===== src/rtl/hazard_pkg.sv =====
// Shared types and default latencies for the hazard scoreboard.
// Imported by the pend[] array and the scoreboard top.
package hazard_pkg;

    localparam int PEND_W       = 4;
    localparam int DEF_ADDR_W   = 5;
    localparam int DEF_LOAD_LAT = 1;
    localparam int DEF_MDU_LAT  = 4;
    localparam int DEF_CNT_W    = 16;

    typedef enum logic {
        MDU_IDLE,
        MDU_BUSY
    } mdu_state_e;

    typedef enum logic [1:0] {
        LAT_ALU,
        LAT_LOAD,
        LAT_MDU
    } lat_class_e;

endpackage


===== src/rtl/reg_scoreboard.sv =====
// Per-register pending counters: set on issue, count down to zero.
// Register 0 is never pending.
module reg_scoreboard
    import hazard_pkg::*;
#(
    parameter int ADDR_W = DEF_ADDR_W
) (
    input  logic              clk,
    input  logic              reset,
    input  logic              set_en,
    input  logic [ADDR_W-1:0] set_idx,
    input  logic [PEND_W-1:0] set_val,
    input  logic [ADDR_W-1:0] rs1_idx,
    input  logic [ADDR_W-1:0] rs2_idx,
    input  logic [ADDR_W-1:0] rd_idx,
    output logic [PEND_W-1:0] rs1_pend,
    output logic [PEND_W-1:0] rs2_pend,
    output logic [PEND_W-1:0] rd_pend
);

    localparam int NREG = 2 ** ADDR_W;

    logic [PEND_W-1:0] pend_q [NREG];
    logic [PEND_W-1:0] pend_d [NREG];

    // Decrement every live entry; a new issue to the same entry wins.
    always_comb begin
        for (int r = 0; r < NREG; r++) begin
            pend_d[r] = (pend_q[r] == '0) ? '0 : pend_q[r] - 1'b1;
            if (set_en && set_idx == ADDR_W'(r))
                pend_d[r] = set_val;
        end
        pend_d[0] = '0;
    end

    // Pending counter storage.
    always_ff @(posedge clk or negedge reset) begin
        if (!reset) begin
            for (int r = 0; r < NREG; r++)
                pend_q[r] <= '0;
        end else begin
            for (int r = 0; r < NREG; r++)
                pend_q[r] <= pend_d[r];
        end
    end

    assign rs1_pend = pend_q[rs1_idx];
    assign rs2_pend = pend_q[rs2_idx];
    assign rd_pend  = pend_q[rd_idx];

endmodule


===== src/rtl/hazard_scoreboard.sv =====
// Hazard unit: RAW/WAW/MDU-structural stalls, branch flushes,
// MDU occupancy FSM and a saturating stall counter.
module hazard_scoreboard
    import hazard_pkg::*;
#(
    parameter int ADDR_W   = DEF_ADDR_W,
    parameter int LOAD_LAT = DEF_LOAD_LAT,
    parameter int MDU_LAT  = DEF_MDU_LAT,
    parameter int CNT_W    = DEF_CNT_W
) (
    input  logic              clk,
    input  logic              reset,
    input  logic [ADDR_W-1:0] rs1_d,
    input  logic [ADDR_W-1:0] rs2_d,
    input  logic              use_rs1_d,
    input  logic              use_rs2_d,
    input  logic [ADDR_W-1:0] rd_d,
    input  logic              valid_d,
    input  logic              regwrite_d,
    input  logic              is_load_d,
    input  logic              is_mdu_d,
    input  logic              pcsrc_e,
    output logic              stall_f,
    output logic              stall_d,
    output logic              flush_d,
    output logic              flush_e,
    output logic              mdu_start,
    output logic              mdu_busy,
    output logic [CNT_W-1:0]  stall_cnt
);

    mdu_state_e        state_q, state_d;
    logic [PEND_W-1:0] mcnt_q, mcnt_d;
    logic [CNT_W-1:0]  stall_cnt_q, stall_cnt_d;

    lat_class_e        cls;
    logic [PEND_W-1:0] op_lat;
    logic [PEND_W-1:0] rs1_pend, rs2_pend, rd_pend;
    logic              wr_vld, raw, waw, strct, hazard, issue, set_en;

    // Latency class of the D-stage op; MDU takes precedence over load.
    always_comb begin
        cls = LAT_ALU;
        if (is_mdu_d)
            cls = LAT_MDU;
        else if (is_load_d)
            cls = LAT_LOAD;
        unique case (cls)
            LAT_MDU:  op_lat = PEND_W'(MDU_LAT);
            LAT_LOAD: op_lat = PEND_W'(LOAD_LAT);
            default:  op_lat = '0;
        endcase
    end

    assign wr_vld = valid_d & regwrite_d & (rd_d != '0);
    assign raw    = (use_rs1_d & (rs1_pend != '0))
                  | (use_rs2_d & (rs2_pend != '0));
    assign waw    = wr_vld & (rd_pend > op_lat);
    assign strct  = is_mdu_d & mdu_busy;
    assign hazard = valid_d & (raw | waw | strct);

    // Branch flush overrides stalls; everything is quiet in reset.
    always_comb begin
        flush_d   = reset & pcsrc_e;
        stall_d   = reset & ~pcsrc_e & hazard;
        stall_f   = stall_d;
        flush_e   = flush_d | stall_d;
        issue     = reset & valid_d & ~stall_d & ~flush_d;
        mdu_start = issue & is_mdu_d;
        set_en    = issue & wr_vld & (cls != LAT_ALU);
    end

    reg_scoreboard #(
        .ADDR_W (ADDR_W)
    ) u_sb (
        .clk      (clk),
        .reset    (reset),
        .set_en   (set_en),
        .set_idx  (rd_d),
        .set_val  (op_lat),
        .rs1_idx  (rs1_d),
        .rs2_idx  (rs2_d),
        .rd_idx   (rd_d),
        .rs1_pend (rs1_pend),
        .rs2_pend (rs2_pend),
        .rd_pend  (rd_pend)
    );

    // MDU occupancy FSM next state.
    always_comb begin
        state_d = state_q;
        mcnt_d  = mcnt_q;
        unique case (state_q)
            MDU_IDLE: begin
                if (mdu_start) begin
                    state_d = MDU_BUSY;
                    mcnt_d  = PEND_W'(MDU_LAT - 1);
                end
            end
            MDU_BUSY: begin
                if (mcnt_q == '0)
                    state_d = MDU_IDLE;
                else
                    mcnt_d = mcnt_q - 1'b1;
            end
            default: state_d = MDU_IDLE;
        endcase
    end

    assign mdu_busy = (state_q == MDU_BUSY);

    // Saturating stall counter next value.
    always_comb begin
        stall_cnt_d = stall_cnt_q;
        if (stall_d && !(&stall_cnt_q))
            stall_cnt_d = stall_cnt_q + CNT_W'(1);
    end

    assign stall_cnt = stall_cnt_q;

    // State registers.
    always_ff @(posedge clk or negedge reset) begin
        if (!reset) begin
            state_q     <= MDU_IDLE;
            mcnt_q      <= '0;
            stall_cnt_q <= '0;
        end else begin
            state_q     <= state_d;
            mcnt_q      <= mcnt_d;
            stall_cnt_q <= stall_cnt_d;
        end
    end

endmodule


===== config.mk =====
export PLATFORM = sky130hd
export DESIGN_NAME = hazard_scoreboard
export DESIGN_NICKNAME = d
export VERILOG_FILES = /design/src/rtl/hazard_pkg.sv /design/src/rtl/reg_scoreboard.sv /design/src/rtl/hazard_scoreboard.sv
export SDC_FILE = /design/constraint.sdc
export NUM_CORES = 1
export LEC_CHECK = 0
export BUFFER_PORTS_ARGS = -buffer_cell sky130_fd_sc_hd__buf_2
export CAP_MARGIN = 20
export CORE_UTILIZATION = 63
export DETAILED_ROUTE_END_ITERATION = 8
export GPL_TIMING_DRIVEN = 0
export PLACE_DENSITY = 0.85
export SETUP_SLACK_MARGIN = 0.3
export SYNTH_ARGS = -nofsm -noshare
export SYNTH_HDL_FRONTEND = slang
export SYNTH_SLANG_ARGS = --single-unit

===== constraint.sdc =====
create_clock -name clk -period 5.9 [get_ports clk]
set_clock_uncertainty 0.1 [all_clocks]
set_input_delay 0 -clock clk [delete_from_list [all_inputs] [get_ports clk]]
set_output_delay 0 -clock clk [all_outputs]
set_load 0.05 [all_outputs]

# Word-level counts from Yosys, hierarchy flattened
# Cells that the tools add are included.
# op_classes
n_reduce_logical	71
n_bitwise	27
mux	80
eq_ne	35
order_cmp	4
add_sub_neg	33
# ops
operator	n
two-way mux 4 bit	70
zero test 4 bit	32
subtractor 4 x 1 -> 4 bit, second input constant	32
== test 5 bit, second input constant	16
binary-select mux 4 bit (select 5 bit)	3
== test 5 x 4 -> 1 bit, second input constant	8
logical AND 1 bit	32
== test 5 x 3 -> 1 bit, second input constant	4
greater-or-equal comparator 6 bit, second input constant	3
inverter 5 -> 6 bit	3
adder 16 x 1 -> 16 bit, second input constant	1
bitwise AND 1 bit	16
AND reduction 16 bit	1
== test 5 x 2 -> 1 bit, second input constant	2
one-hot mux 4 bit (2 select lines)	1
nonzero test 4 bit	2
one-hot mux 3 bit (2 select lines)	1
== test 5 x 1 -> 1 bit, second input constant	1
nonzero test 5 bit	1
greater-than comparator 4 bit	1
inequality test 2 bit, second input constant	2
inverter 1 bit	4
OR 1 bit	4
two-way mux 1 bit	3
7 further kinds	7
# totals
reg_bits	145
in_bits	24

# Depth between registers and ports, before layout
# Gate-level depths: netlist of the first run.
# depth
depth_word	18
depth_mapped	22
mapped_depth_nobuf	16

# Hierarchy
# A second synthesis of the first run with hierarchy kept.
# unflattened
hier_cells	1065
area_unflattened_um2	10583.9
# by_module_without_submodules
module	area_each_um2	instances	cells_each	seq_area_each_um2
reg_scoreboard	9301.4	1	940	3103.0
hazard_scoreboard	1282.5	1	125	525.5

# Worst setup path after synthesis of the first run
# Ideal clock, no wire load.
# synth_path
path_type	input port to output port
start	in rd_d[0]
end	out flush_e
path_slack_ns	1.021
arrival_time_ns	4.779
cell_stages	19
path_cell_list	buf_2 -> buf_2 -> buf_2 -> buf_1 -> mux4_2 -> mux4_2 -> inv_1 -> a21oi_1 -> ha_1 -> nand2_1 -> a31oi_1 -> o211a_1 -> o31ai_1 -> a31oi_1 -> nor4b_4 -> buf_6 -> buf_2 -> nor2_1 -> or2_2
# synth_via
elab_chain_cells	11
# synth_rtl
item	line_no	text
start: declaration	hazard_scoreboard.sv:17	input logic [ADDR_W-1:0] rd_d,
inverter 5 -> 6 bit (implied by the code)	reg_scoreboard.sv:49	assign rd_pend = pend_q[rd_idx];
binary-select mux 4 bit (select 5 bit)	reg_scoreboard.sv:49	
two-way mux 4 bit (implied by the code) (2 in a row)	reg_scoreboard.sv:49	
greater-than comparator 4 bit	hazard_scoreboard.sv:58	assign waw = wr_vld & (rd_pend > op_lat);
bitwise AND 1 bit *	hazard_scoreboard.sv:58	
OR 1 bit * (2 in a row)	hazard_scoreboard.sv:60	assign hazard = valid_d & (raw | waw | strct);
bitwise AND 1 bit *	hazard_scoreboard.sv:60	
bitwise AND 1 bit *	hazard_scoreboard.sv:65	stall_d = reset & ~pcsrc_e & hazard;
net stall_d	hazard_scoreboard.sv:24	output logic stall_d,
OR 1 bit *	hazard_scoreboard.sv:67	flush_e = flush_d | stall_d;
end: declaration	hazard_scoreboard.sv:26	output logic flush_e,
# The timed path passes the listed nets; every way through them passes the cells marked *. The select of a mux whose other input is x is not followed.

# Worst setup path in the final report of the first run
# layout_path
start	in rd_d[1]
end	out flush_e
# layout_via
elab_chain_cells	11
# layout_rtl
item	line_no
inverter 5 -> 6 bit (implied by the code)	reg_scoreboard.sv:49
binary-select mux 4 bit (select 5 bit)	reg_scoreboard.sv:49
two-way mux 4 bit (implied by the code) (2 in a row)	reg_scoreboard.sv:49
greater-than comparator 4 bit	hazard_scoreboard.sv:58
bitwise AND 1 bit *	hazard_scoreboard.sv:58
OR 1 bit * (2 in a row)	hazard_scoreboard.sv:60
bitwise AND 1 bit *	hazard_scoreboard.sv:60
bitwise AND 1 bit *	hazard_scoreboard.sv:65
OR 1 bit *	hazard_scoreboard.sv:67
# Mark *: on every way between the ends. The rest lies on a longest branch, timed or not. The select of a mux whose other input is x is not followed.

==> results.md, run 1 <==
Final layout:
- Of the cells placed in the final design, the portion with a size suffix greater than 1 is 0.173.
- 0 antenna diodes ended up in the layout.
- Relative to the synthesized area, the layout overhead comes to 11.3%.
- The most common library cell in the layout ignoring fill and taps is dfrtp_1.
- After the last flow step, the layout net total stands at 1099.
- Fill cells in the final layout number 1076.
- In the layout the commonest cells are dfrtp_1, inv_1, a21oi_1, nand2_1, nor2_1.

Pwr:
- The sequential cell fraction of total power is 0.360.
- The largest voltage drop on the vdd net is 303 µV.
- Of the total power, the clock network draws 0.200.
- The power density normalized to cell area is 518 nW/µm².
- The internal portion of total power is 3.22 mW.
- The share of total power dissipated in combinational logic is 0.440.
- The analysis attributes to cell leakage a power of 4.78 nW.
- In this run the power spent charging and discharging nets is 2.28 mW.
- The switching power share of the total is 0.415.

Critical path:
- Traced cell by cell, the critical path runs through buf_2 > clkbuf_4 > buf_2 > clkbuf_4 > mux2i_1 > o21ai_0 > mux4_2 > a211oi_1 > a21oi_1 > ha_1 > nor2b_1 > o2111a_1 > o31ai_1 > a31oi_1 > nor4b_4 > buf_6 > buf_2 > nor2_1 > or2_2 > buf_2.
- By instance count, the cell type seen most on the critical path is buf_2.
- The reg-to-reg endpoint is u_sb.pend_q[113].
- In this run the register-to-register setup slack is 0.94 ns.
- The stage delay of the slowest cell on the critical path is 0.52 ns.
- The launching element of the worst setup path is rd_d[1].
- The worst setup path is launched from an input port.
- The cell with the largest stage delay on the worst path is mux4_2.
- By startpoint and endpoint, the worst setup path is classified as in2out.
- The worst register-to-register path has a depth of 14.
- Data arrives at the worst endpoint at 5.40 ns.
- Following the worst setup path forward leads to its endpoint at flush_e.
- The data required time at the worst endpoint is 5.80 ns.
- The worst setup path is captured at an output pin.
- Of all nets on the critical path, the largest fanout is 10.
- In this run the critical register-to-register path is launched from u_sb.pend_q[110].

STA:
- Based on the critical path, the design can be clocked at up to 182 MHz.
- The share of the clock period used by the worst path after layout is 0.932.
- Setup repair after global routing left no endpoint under its margin.
- The worst slew margin relative to its limit is 0.267.
- The tightest hold path in the finished design has a slack of -0.0111 ns.
- The total negative setup slack is 0 ns.
- Setup violations remaining at the end of the flow were counted as 0.
- The final critical path time including I/O delays and setup is 5.50 ns.
- The total count of max-transition violations in the final report is 0.
- The number of hold-slack violations in the final timing report is 6.
- The transition at the pin with the smallest max-transition slack is 1.09 ns.
- The final worst-path setup slack is 0.404 ns.

Yosys:
- The synthesis warning total is 0.
- Of the post-synthesis cell area, the dominant cell type holds 0.381.
- The post-synthesis async set-or-reset flop share is 1.00.
- When the netlist entered floorplanning its net count stood at 1040.
- The summed instance area of the synthesized netlist is 9520 µm².
- dfrtp_1 takes more of the synthesized area than any other cell.
- The most used flip-flop cell after synthesis is dfrtp_1.
- The netlist uses 62 different library cells.
- After technology mapping, the gate count stands at 982.
- Of the synthesized area, sequential elements account for 0.381.
- The number of synthesized register bits is 145.
- In this run the mean area of a mapped cell was 9.70 µm².
- Yosys attributes the largest share of cell area to dfrtp_1, mux4_2, mux2_2, ha_1, mux2i_1.
- In this run, synthesis inferred 0 flip-flops with an integrated enable.

Floorplan:
- The core region is 14600 µm².
- The die area is 15600 µm².
- The floorplan has 44 rows.
- The width of the chip is 125 µm.
- The die is 125 µm tall.
- The top-level port count is 46.
- The starting density of the core is 0.650.

Global route:
- The global-route usage over all layers is 0.395.
- The global route total overflow is 0.
- The global-route wire length before repair is 46700 µm.
- The number of antenna violations at the first check in global routing is 0.
- The largest net degree at the start of global routing is 90.
- The via count of the first global-routing pass was 8645.

Clock tree:
- CTS placed an instance of clkbuf_16 at the clock tree root.
- The TritonCTS sink count is 145.
- The number of setup buffers added after CTS is 0.
- The CTS buffer count is 17.
- The maximum buffer depth of the clock tree is 2.
- Clock-pin slew was measured on the worst setup and hold paths at 0.06 ns.
- The depth of the CTS H-tree is 4.
- The clock insertion delay at the later pin of the skew report is 0.44 ns.
- The TritonCTS clock tree is yes.

Placed design:
- The placed wire-length estimate is 20400 µm.
- The placement-stage worst setup slack is -0.240 ns.
- The number of input and output port buffers inserted is 36.
- Routability-driven placement finished with a final weighted congestion of 1.00.

Outcome:
- The final reports fail on design-rule violations, negative hold slack.
- The flow ran to the end, but the final reports show violations.

Min path:
- The path category of the worst min-delay check is in2async.

Detailed routing:
- In the final routing, the length of wire on met1 measures 11000 µm.
- After detailed routing, the number of remaining DRC violations is 4.
- The detail route stage leaves a number of antenna-violating nets equal to 0.
- The total number of vias is 8875.
- The violation count after the first detailed-routing iteration is 1384.
- Dividing the detail-routed via count by the number of cells gives 7.17.
- The routed length on met2 is 12700 µm.
- The first TritonRoute pass finished after 9 iterations.
- The detailed-route wire length is 29700 µm.
- The total met3 wirelength after detailed routing is 4160 µm.
- The routed length per placed instance is 24.0 µm.
- The highest metal layer used by the detailed router is met4.

Job:
- The number of maximum-capacitance constraint violations is 0.
[how the worst min path moves through the flow]
| stage | end | slack, ns | depth (start not counted) |
|---|---|---|---|
| 2_1_floorplan | mcnt_q[0] | -0.40 | 0 |
| 3_3_place_gp | flush_d | 0.34 | 3 |
| 3_5_place_dp | mdu_busy | -0.09 | 1 |
| 4_1_cts | u_sb.pend_q[114] | 0.01 | 3 |
| 5_1_grt | mdu_busy | 0.04 | 2 |
| 6_report | mdu_busy | -0.01 | 2 |
[kinds of logic after synthesis]
family / after synthesis / share of synthesized area
AO/OA/AOI/OAI: 177 / 0.126
XOR/XNOR: 14 / 0.0129
AND/OR/NAND/NOR: 360 / 0.202
adder cells (fa/ha/maj): 34 / 0.0447
buffers and inverters: 131 / 0.0562
multiplexers: 121 / 0.177
flip-flops: 145 / 0.381
[registers in the layout, summed over array words and instances (netlist names)]
name,cells
mcnt_q,4
mdu_busy,1
stall_cnt,16
u_sb.pend_q,124
[cell type report]
class                           count  area (µm²)  area share
Buffer                             57         272      0.0256
Clock buffer                       23         488      0.0460
Clock inverter                      9         105     0.00992
Inverter                           74         278      0.0262
Multi-Input combinational cell    706        5370       0.506
Sequential cell                   145        3630       0.342
Tap cell                          184         230      0.0217
Timing Repair Buffer               40         234      0.0221
[power by group through the flow]
stage / Combinational, mW / Sequential, mW / Clock [mW]
detailed placement: 2.30 / 1.96 / 0
CTS: 2.35 / 1.95 / 1.09
finish: 2.42 / 1.98 / 1.10
global route: 2.64 / 2.03 / 1.14
floorplan: 1.74 / 1.85 / 0
global placement: 2.20 / 1.93 / 0
[timing repair]
item                                    CTS  global route
pin swaps                                 0             0
hold endpoints to repair                145             0
endpoints found under the setup margin   24             2
resized for setup                         6             4
hold buffers                              1             0
[critical path: cells and delay by family]
kind | cells | cell delay, ns
adder cells (fa/ha/maj) | 1 | 0.36
multiplexers | 2 | 0.78
AND/OR/NAND/NOR | 4 | 1.06
buffers and inverters | 7 | 2.08
AO/OA/AOI/OAI | 6 | 1.08
[routing by layer]
metal	track usage	vias up
met2	0.581	673
met3	0.154	175
met4	0.233	0
met1	0.497	4240
met5	0	-
li1	-	3787
[Yosys cell counts, types with 19 or more instances]
cell and n:
ha_1 34, a21oi_1 71, clkbuf_1 33, nor3b_1 25
a211oi_1 20, nand2_1 68, nand4_1 24, mux4_2 33
dfrtp_1 145, nor3_1 48, or3_1 32, nor2_1 62
inv_1 72, mux2i_1 37, nor4_1 27, nor2b_1 19
nand3_1 22, mux2_2 47
[through the flow]
| stage | total power, mW | util | std cells | hold WS [ns] | cell area [µm²] |
|---|---|---|---|---|---|
| 2_1_floorplan | 3.59 | - | 982 | -0.396 | 9520 |
| 3_3_place_gp | 4.13 | 0.678 | 1202 | 0.345 | 9930 |
| 3_5_place_dp | 4.26 | 0.682 | 1205 | -0.0899 | 9980 |
| 4_1_cts | 5.39 | 0.723 | 1238 | 0.0122 | 10600 |
| 5_1_grt | 5.80 | 0.724 | 1238 | 0.0428 | 10600 |
| 6_report | 5.49 | 0.724 | 1238 | -0.0111 | 10600 |
No activity file was read; power rests on OpenSTA's default activity.
==> run 2, diff against run 1 <==
CELL_PAD_IN_SITES_DETAIL_PLACEMENT = 1   (was default)
CELL_PAD_IN_SITES_GLOBAL_PLACEMENT = 1   (was default)
CORE_UTILIZATION = 49   (was 63)
PLACE_DENSITY = 0.84   (was 0.85)
==> run 2 against run 1 <==
The run now ends clean. Combinational power up 2%. Largest power group unchanged. First-iteration DRC count shrank 43%. Final cell count is 6.1% higher. Flip-flop and latch count stayed put. Largest cell class unchanged. Non-clock buffer count down 1. Fmax is 1.9% higher.
==> results.md, run 2 (synthesis results as in run 1) <==
Detailed routing:
- The average via count per standard cell is 6.74 (-5.9%).
- The detailed-route wire length is 33600 µm (+13%).
- The final routed DRC violation total is 0 (-4).
- The number of search-and-repair iterations in the first detailed-routing pass is 5 (-4).
- The routed length per placed instance is 25.6 µm (+6.7%).
- The violation count after the first detailed-routing iteration was 792 (-43%).
- The antenna violation net count after detailed routing is 0 (unchanged).
- The total number of vias was 8854 (-0.24%).

Final layout:
- Leaving out fill and tap cells, the most frequent cell in the layout is dfrtp_1.
- The final-layout fill cell count is 2170 (+100%).
- Relative to the synthesized area, the layout overhead comes to 12.2%.
- Ranked by flip-flop count, first place goes to u_sb.pend_q.
- The share of final-layout standard cells stronger than drive strength 1 is 0.174 (+0.00111).
- The number of antenna diodes is 0 (unchanged).
- The number of flip-flops in the largest register is 124 (unchanged).
- The net total in the final layout is 1098 (-0.091%).
- The share of the core filled with cells is 0.565 (-0.158).
- In the layout the commonest cells are dfrtp_1, inv_1, a21oi_1, nand2_1, nor2_1.

Clock tree:
- The clock-pin transition on the worst setup and hold timing paths is 0.06 ns (about the same).
- The clock insertion delay at the later pin of the skew report is 0.44 ns (about the same).
- The CTS buffer count was 17 (unchanged).
- The tree is rooted in a clkbuf_16.
- The TritonCTS sink count is 145 (unchanged).
- TritonCTS built the clock tree.
- The maximum buffer depth of the clock tree came to 2 (unchanged).
- The depth of the CTS H-tree came to 4 (unchanged).

Critical path:
- The worst setup path is captured at an output pin.
- The worst setup path is launched from an input port.
- The worst endpoint data arrival time is 5.29 ns (-0.11 ns).
- The depth of the critical timing path with buffers and inverters included was 20 (unchanged).
- Walking the worst path, the cells encountered are clkbuf_4 > buf_4 > buf_2 > buf_4 > mux2i_2 > o21ai_0 > mux4_2 > a211oi_1 > a21oi_1 > ha_1 > nor2b_1 > o2111a_1 > o31ai_1 > a31oi_1 > nor4b_4 > buf_6 > clkbuf_4 > nor2_1 > or2_2 > buf_2.
- The number of buffers and inverters on the critical path is 7 (unchanged).
- The highest fanout seen on the critical path is 10 (unchanged).
- In this run the critical register-to-register path is launched from u_sb.pend_q[98].
- The cell family contributing the most delay on the critical path is buffers and inverters.
- The setup slack of the worst register-to-register path was 0.80 ns (-0.14 ns).
- The data required time at the worst endpoint is 5.80 ns (about the same).
- The stage delay of the slowest cell on the critical path came to 0.50 ns (-0.02 ns).
- The path type of the worst setup path is in2out.
- The number of cell instances on the worst register-to-register path is 14 (unchanged).
- The endpoint identified for the worst register-to-register timing path is u_sb.pend_q[113].
- The cell with the largest stage delay on the worst path is mux4_2.

Global route:
- The global-route usage over all layers is 0.353 (-0.0414).
- The largest net degree at the start of global routing is 83 (-7.8%).
- The number of antenna violations at the first check in global routing is 0 (unchanged).
- The global-route wire length before repair is 52200 µm (+12%).
- The global route total overflow is 0 (unchanged).
- The via count of the first global-routing pass is 9027 (+4.4%).

Pwr:
- The share of power burned in combinational logic was 0.447 (+0.007).
- The internal portion of total power is 3.17 mW (-1.6%).
- The power density normalized to cell area is 519 nW/µm² (+0.13%).
- The power share of the clock group came to 0.192 (-0.008).
- The sequential cell fraction of total power came to 0.362 (+0.002).
- The switching power summed over all nets came to 2.38 mW (+4.5%).
- The largest voltage drop on the vdd net is 260 µV (-14%).
- The switching power share of the total is 0.429 (+0.0145).
- The static leakage power is 4.75 nW (-0.60%).

STA:
- The final critical path time including I/O delays and setup is 5.39 ns (-0.103 ns).
- The transition at the pin with the smallest max-transition slack is 1.08 ns (-0.00584 ns).
- The number of hold-slack violations in the final timing report is 0 (-6).
- The worst slew margin relative to its limit is 0.271 (+0.00393).
- The worst hold slack is 0.0250 ns (+0.0361 ns).
- The share of the clock period used by the worst path after layout is 0.914 (-0.0175).
- Setup repair after global routing left no endpoint under its margin.
- The upper clock frequency limit came to 185 MHz (+1.9%).
- The final-report setup violation count is 0 (unchanged).
- The total count of max-transition violations in the final report is 0 (unchanged).

Outcome:
- The flow ran to the end, and the final reports show no timing, DRC or antenna violations.

Min path:
- The path with the worst hold slack has its endpoint at u_sb.pend_q[110].
- The start point of the worst hold path is is_load_d.
- The worst hold path depth is 3.
- The path category of the worst min-delay check is in2reg.

Placed design:
- The weighted congestion reported at the end of routability-driven placement is 0.980 (-2.1%).
- The placed wire-length estimate is 23700 µm (+16%).
- The number of input and output port buffers inserted is 36 (unchanged).

Floorplan:
- The die span in y was 141 µm (+13%).
- The area inside the core boundary was 18900 µm² (+29%).
- The width of the chip was 141 µm (+13%).
- The top-level port count is 46 (unchanged).
- The die area came to 20000 µm² (+28%).
- The number of placement rows came to 50 (+14%).
- The starting density of the core came to 0.504 (-0.146).

Job:
- The number of maximum-capacitance constraint violations is 0 (unchanged).
==> run 2: how the worst max path moves through the flow <==
stage,start,to,slack [ns]
3_3_place_gp,rd_d[1],u_sb.pend_q[113],-0.34
5_1_grt,rd_d[1],flush_e,0.32
2_1_floorplan,rd_d[0],flush_e,1.02
4_1_cts,rd_d[1],flush_e,0.30
3_5_place_dp,rd_d[1],u_sb.pend_q[113],-0.43
6_report,rd_d[1],flush_e,0.51
==> run 2: routing by layer <==
metal,track usage,vias up,share of wire
met1,0.457,4476,0.40
li1,-,3787,-
met4,0.162,0,0.044
met2,0.562,484,0.46
met5,0,-,0
met3,0.0867,107,0.093
==> run 2: stage by stage <==
step                setup TNS, ns  area, µm²  instances  power, mW  worst slack [ns]
finish                          0      10700       1313       5.54             0.507
global route                    0      10700       1313       5.87             0.321
CTS                             0      10700       1312       5.47             0.302
detailed placement         -10.00      10100       1279       4.36            -0.431
global placement            -6.02      10000       1278       4.19            -0.341
floorplan                       0       9520        982       3.59              1.02
==> run 2: power by group through the flow <==
stage / clock network (mW) / registers [mW] / logic [mW]
2_1_floorplan: 0 / 1.85 / 1.74
3_3_place_gp: 0 / 1.95 / 2.24
3_5_place_dp: 0 / 1.98 / 2.38
4_1_cts: 1.06 / 1.98 / 2.43
5_1_grt: 1.11 / 2.05 / 2.71
6_report: 1.06 / 2.01 / 2.48
==> run 2: worst reg2reg max path: cells and delay by family (launching register included) <==
family / cells / cell delay [ns]
buffers and inverters: 2 / 1.02
AO/OA/AOI/OAI: 6 / 1.20
adder cells (fa/ha/maj): 1 / 0.38
multiplexers: 2 / 1.03
AND/OR/NAND/NOR: 3 / 0.79
flip-flops: 1 / 0.43
==> run 2: final cells by class <==
cell class / instances / area, µm² / area share
multi-input combinational: 706 / 5380 / 0.503
sequential: 145 / 3630 / 0.340
clock buffer: 21 / 460 / 0.0431
tap: 260 / 325 / 0.0304
buffer: 57 / 279 / 0.0261
inverter: 74 / 278 / 0.0260
timing repair buffer: 39 / 231 / 0.0217
clock inverter: 11 / 106 / 0.00995
==> run 2: repair_timing <==
item / in CTS / in global routing
pin swaps: 0 / 1
setup endpoints to repair: 86 / 16
hold buffers: 1 / 0
setup buffers: 0 / 1
endpoints found under the hold margin: 66 / 0
gates resized for setup: 11 / 7
==> run 3, diff against run 2 <==
==> constraint.sdc (replaced) <==
create_clock -name clk -period 5.9 [get_ports clk]
set_clock_uncertainty 0.1 [all_clocks]
set_input_delay 1.18 -clock clk [delete_from_list [all_inputs] [get_ports clk]]
set_output_delay 1.18 -clock clk [all_outputs]
set_load 0.05 [all_outputs]
==> run 3 against run 2 <==
The run now ends with negative setup slack left. Worst hold slack gained 0.37 ns. Die area is the same. Utilization grew 3.8 points. Count of clock-buffer cells in the layout shrank 3. Critical path depth shrank 1. Critical endpoint unchanged.
==> results.md, run 3 (synthesis results as in run 1) <==
Placed design:
- The placed wire-length estimate is 23700 µm (about the same).
- The placement-stage worst setup slack is -1.03 ns (-0.595 ns).
- The number of placed cells counting well taps is 1281 (+0.16%).
- The weighted congestion reported at the end of routability-driven placement is 0.994 (+1.4%).
- The number of input and output port buffers inserted is 36 (unchanged).
- The placed standard-cell area is 10200 µm² (+1.4%).

Clock tree:
- TritonCTS built the clock tree.
- The root cell of the clock tree is clkbuf_16.
- The clock insertion delay at the later pin of the skew report is 0.44 ns (about the same).
- The CTS buffer count came to 17 (unchanged).
- The depth of the CTS H-tree is 4 (unchanged).
- The clock-pin transition on the worst setup and hold timing paths is 0.06 ns (about the same).
- The maximum buffer depth of the clock tree is 2 (unchanged).
- The total of hold buffers inserted after clock tree synthesis is 0 (-1).
- The TritonCTS sink count came to 145 (unchanged).

Floorplan:
- The top-level port count is 46 (unchanged).
- The die area is 20000 µm² (unchanged).
- The die span in y is 141 µm (unchanged).
- The width of the chip is 141 µm (unchanged).
- The area inside the core boundary is 18900 µm² (unchanged).
- The number of placement rows came to 50 (unchanged).
- The starting density of the core is 0.504 (unchanged).

Global route:
- The global-route usage over all layers is 0.390 (+0.0368).
- The global-route wire length before repair is 57700 µm (+11%).
- The global route total overflow is 0 (unchanged).
- The number of antenna violations at the first check in global routing was 0 (unchanged).
- The via count of the first global-routing pass was 9726 (+7.7%).
- The largest net degree at the start of global routing is 95 (+14%).

Min path:
- The path category of the worst min-delay check is reg2reg.

Final layout:
- The number of flip-flops in the largest register is 124 (unchanged).
- The area growth from synthesis to layout is 19.7%.
- More flip-flops sit in one register than any other, and that register is u_sb.pend_q.
- The net total in the final layout is 1133 (+3.2%).
- Leaving out fill and tap cells, the most frequent cells in the layout are dfrtp_1, inv_1, a21oi_1, nand2_1, nor2_1.
- The total area of sequential cells is 3630 µm² (unchanged).
- The number of antenna diodes is 0 (unchanged).
- The final-layout fill cell count is 2098 (-3.3%).
- The final instance area is 11400 µm² (+6.7%).
- The count of placed standard cells in the final layout, fillers left out is 1347 (+2.6%).
- The library cell used most frequently in the layout, excluding fill and tap cells, is dfrtp_1.
- The multi-input gate area in the final layout came to 5490 µm² (+2.1%).
- The share of final-layout standard cells stronger than drive strength 1 is 0.222 (+0.0479).
- The share of the core filled with cells is 0.603 (+0.0379).

Critical path:
- The worst setup path is of the in2out kind.
- The data required time at the worst endpoint is 4.62 ns (-1.18 ns).
- The number of buffers and inverters on the critical path came to 8 (+1).
- The slowest stage of the critical path is the a211oi_2 cell.
- The most numerous cell on the critical path is buf_12.
- Traced cell by cell, the critical path runs through buf_12 > buf_12 > buf_12 > buf_12 > mux4_2 > mux4_2 > a211oi_2 > a21oi_2 > ha_4 > buf_6 > nand2_1 > a221oi_2 > a31oi_4 > nor4b_4 > buf_6 > buf_12 > nor2_4 > or2_4 > buf_8.
- The kind of cell with the highest combined delay on the critical path is compound AO/OA/AOI/OAI gates.
- STA classifies the critical path endpoint as an output pin.
- The element type at the critical path start is an input port.
- The highest fanout seen on the critical path is 9 (-1).
- The stage delay of the slowest cell on the critical path was 0.53 ns (+0.03 ns).
- The worst endpoint data arrival time was 5.44 ns (+0.15 ns).

Pwr:
- The power density normalized to cell area came to 533 nW/µm² (+2.7%).
- The static leakage power was 5.07 nW (+6.7%).
- The power share of the clock group is 0.201 (+0.009).
- The overall power after layout came to 6.08 mW (+9.6%).
- The switching power share of the total is 0.438 (+0.00886).
- The share of power burned in combinational logic came to 0.460 (+0.013).
- The switching power summed over all nets is 2.66 mW (+12%).
- The internal portion of total power is 3.42 mW (+7.9%).
- The sequential cell fraction of total power was 0.339 (-0.023).
- The largest voltage drop on the vdd net is 298 µV (+14%).

STA:
- The share of the clock period used by the worst path after layout is 1.14 (+0.225).
- The total count of max-transition violations in the final report is 0 (unchanged).
- The total negative setup slack is -5.03 ns (-5.03 ns).
- The transition at the pin with the smallest max-transition slack is 1.19 ns (+0.107 ns).
- The worst hold slack is 0.396 ns (+0.371 ns).
- The number of hold-slack violations in the final timing report is 0 (unchanged).
- The worst slew margin relative to its limit was 0.198 (-0.0722).
- The final worst-path setup slack is -0.823 ns (-1.33 ns).
- The final-report setup violation count is 17 (+17).
- Setup repair after global routing could not meet its margin everywhere.
- The final critical path time including I/O delays and setup is 6.72 ns (+1.33 ns).
- The upper clock frequency limit is 149 MHz (-20%).

Detailed routing:
- The detailed-route wire length came to 39500 µm (+18%).
- The final routed DRC violation total is 0 (unchanged).
- The routed length per placed instance is 29.4 µm (+15%).
- The antenna violation net count after detailed routing is 0 (unchanged).
- The total number of vias is 9535 (+7.7%).
- The average via count per standard cell is 7.08 (+5.0%).
- The violation count after the first detailed-routing iteration came to 1141 (+44%).
- The number of search-and-repair iterations in the first detailed-routing pass was 6 (+1).

Outcome:
- The run finished, with violations left.
- The checks that failed: negative setup slack.

Job:
- The number of maximum-capacitance constraint violations is 0 (unchanged).
-- run 3: cell count changes in the layout (fill, tap and decap cells not counted), moves of 3 or more --
| cell | before | now |
|---|---|---|
| buf_6 | 2 | 6 |
| buf_2 | 47 | 42 |
| buf_4 | 5 | 31 |
| clkbuf_1 | 34 | 27 |
| buf_12 | 0 | 10 |
| clkbuf_2 | 1 | 4 |
| bufinv_16 | 1 | 5 |
| buf_8 | 1 | 5 |
-- run 3: worst reg2reg max path: stages (launching register included) --
cell,delay (ns)
dfrtp_1,0.43
mux4_2,0.54
mux4_2,0.52
a211oi_2,0.54
a21oi_2,0.11
ha_4,0.33
buf_6,0.11
nand2_1,0.08
a221oi_2,0.36
a31oi_4,0.17
nor4b_4,0.39
buf_4,0.18
buf_4,0.11
and3_1,0.18
clkbuf_1,0.56
clkbuf_4,0.45
a211oi_1,0.15
-- run 3: cell type report --
type	instances	share of cell area
Tap cell	260	0.0285
Multi-Input combinational cell	706	0.481
Sequential cell	145	0.318
Clock buffer	18	0.0376
Inverter	74	0.0248
Clock inverter	13	0.0184
Buffer	57	0.0385
Timing Repair Buffer	74	0.0525
-- run 3: timing repair --
action                                  in CTS  in global routing
gates cloned                                 1                  0
pin swaps                                    5                 12
resized for setup                           36                 33
buffers inserted                            27                  6
endpoints found under the setup margin      32                 80
-- run 3: path summary, 6_finish.rpt --
| check | start | end | slack, ns | depth (start not counted) |
|---|---|---|---|---|
| worst max-delay path | rd_d[1] | flush_e | -0.82 | 19 |
| worst min-delay path | stall_cnt[8] | stall_cnt[8] | 0.40 | 1 |
| worst max register to register | u_sb.pend_q[98] | u_sb.pend_q[17] | 0.45 | 16 |
| worst min register to register | stall_cnt[8] | stall_cnt[8] | 0.40 | 1 |
| max in group asynchronous | reset | u_sb.pend_q[50] | 4.39 | 3 |
| min in group asynchronous | reset | mcnt_q[3] | 0.42 | 1 |
-- run 3: power groups by stage --
stage	Combinational, mW	Sequential (mW)	Clock, mW
after floorplan	1.76	1.85	0
after global placement	2.26	1.96	0
after detailed placement	2.41	1.99	0
after CTS	2.55	1.99	1.21
after global routing	2.98	2.09	1.25
final	2.80	2.06	1.22
-- run 3: routing by layer --
metal	GRT usage	share of wire	wire length [µm]
met1	0.479	0.36	14300
met3	0.116	0.12	4930
met2	0.613	0.44	17500
met5	0	0	0
met4	0.230	0.072	2840
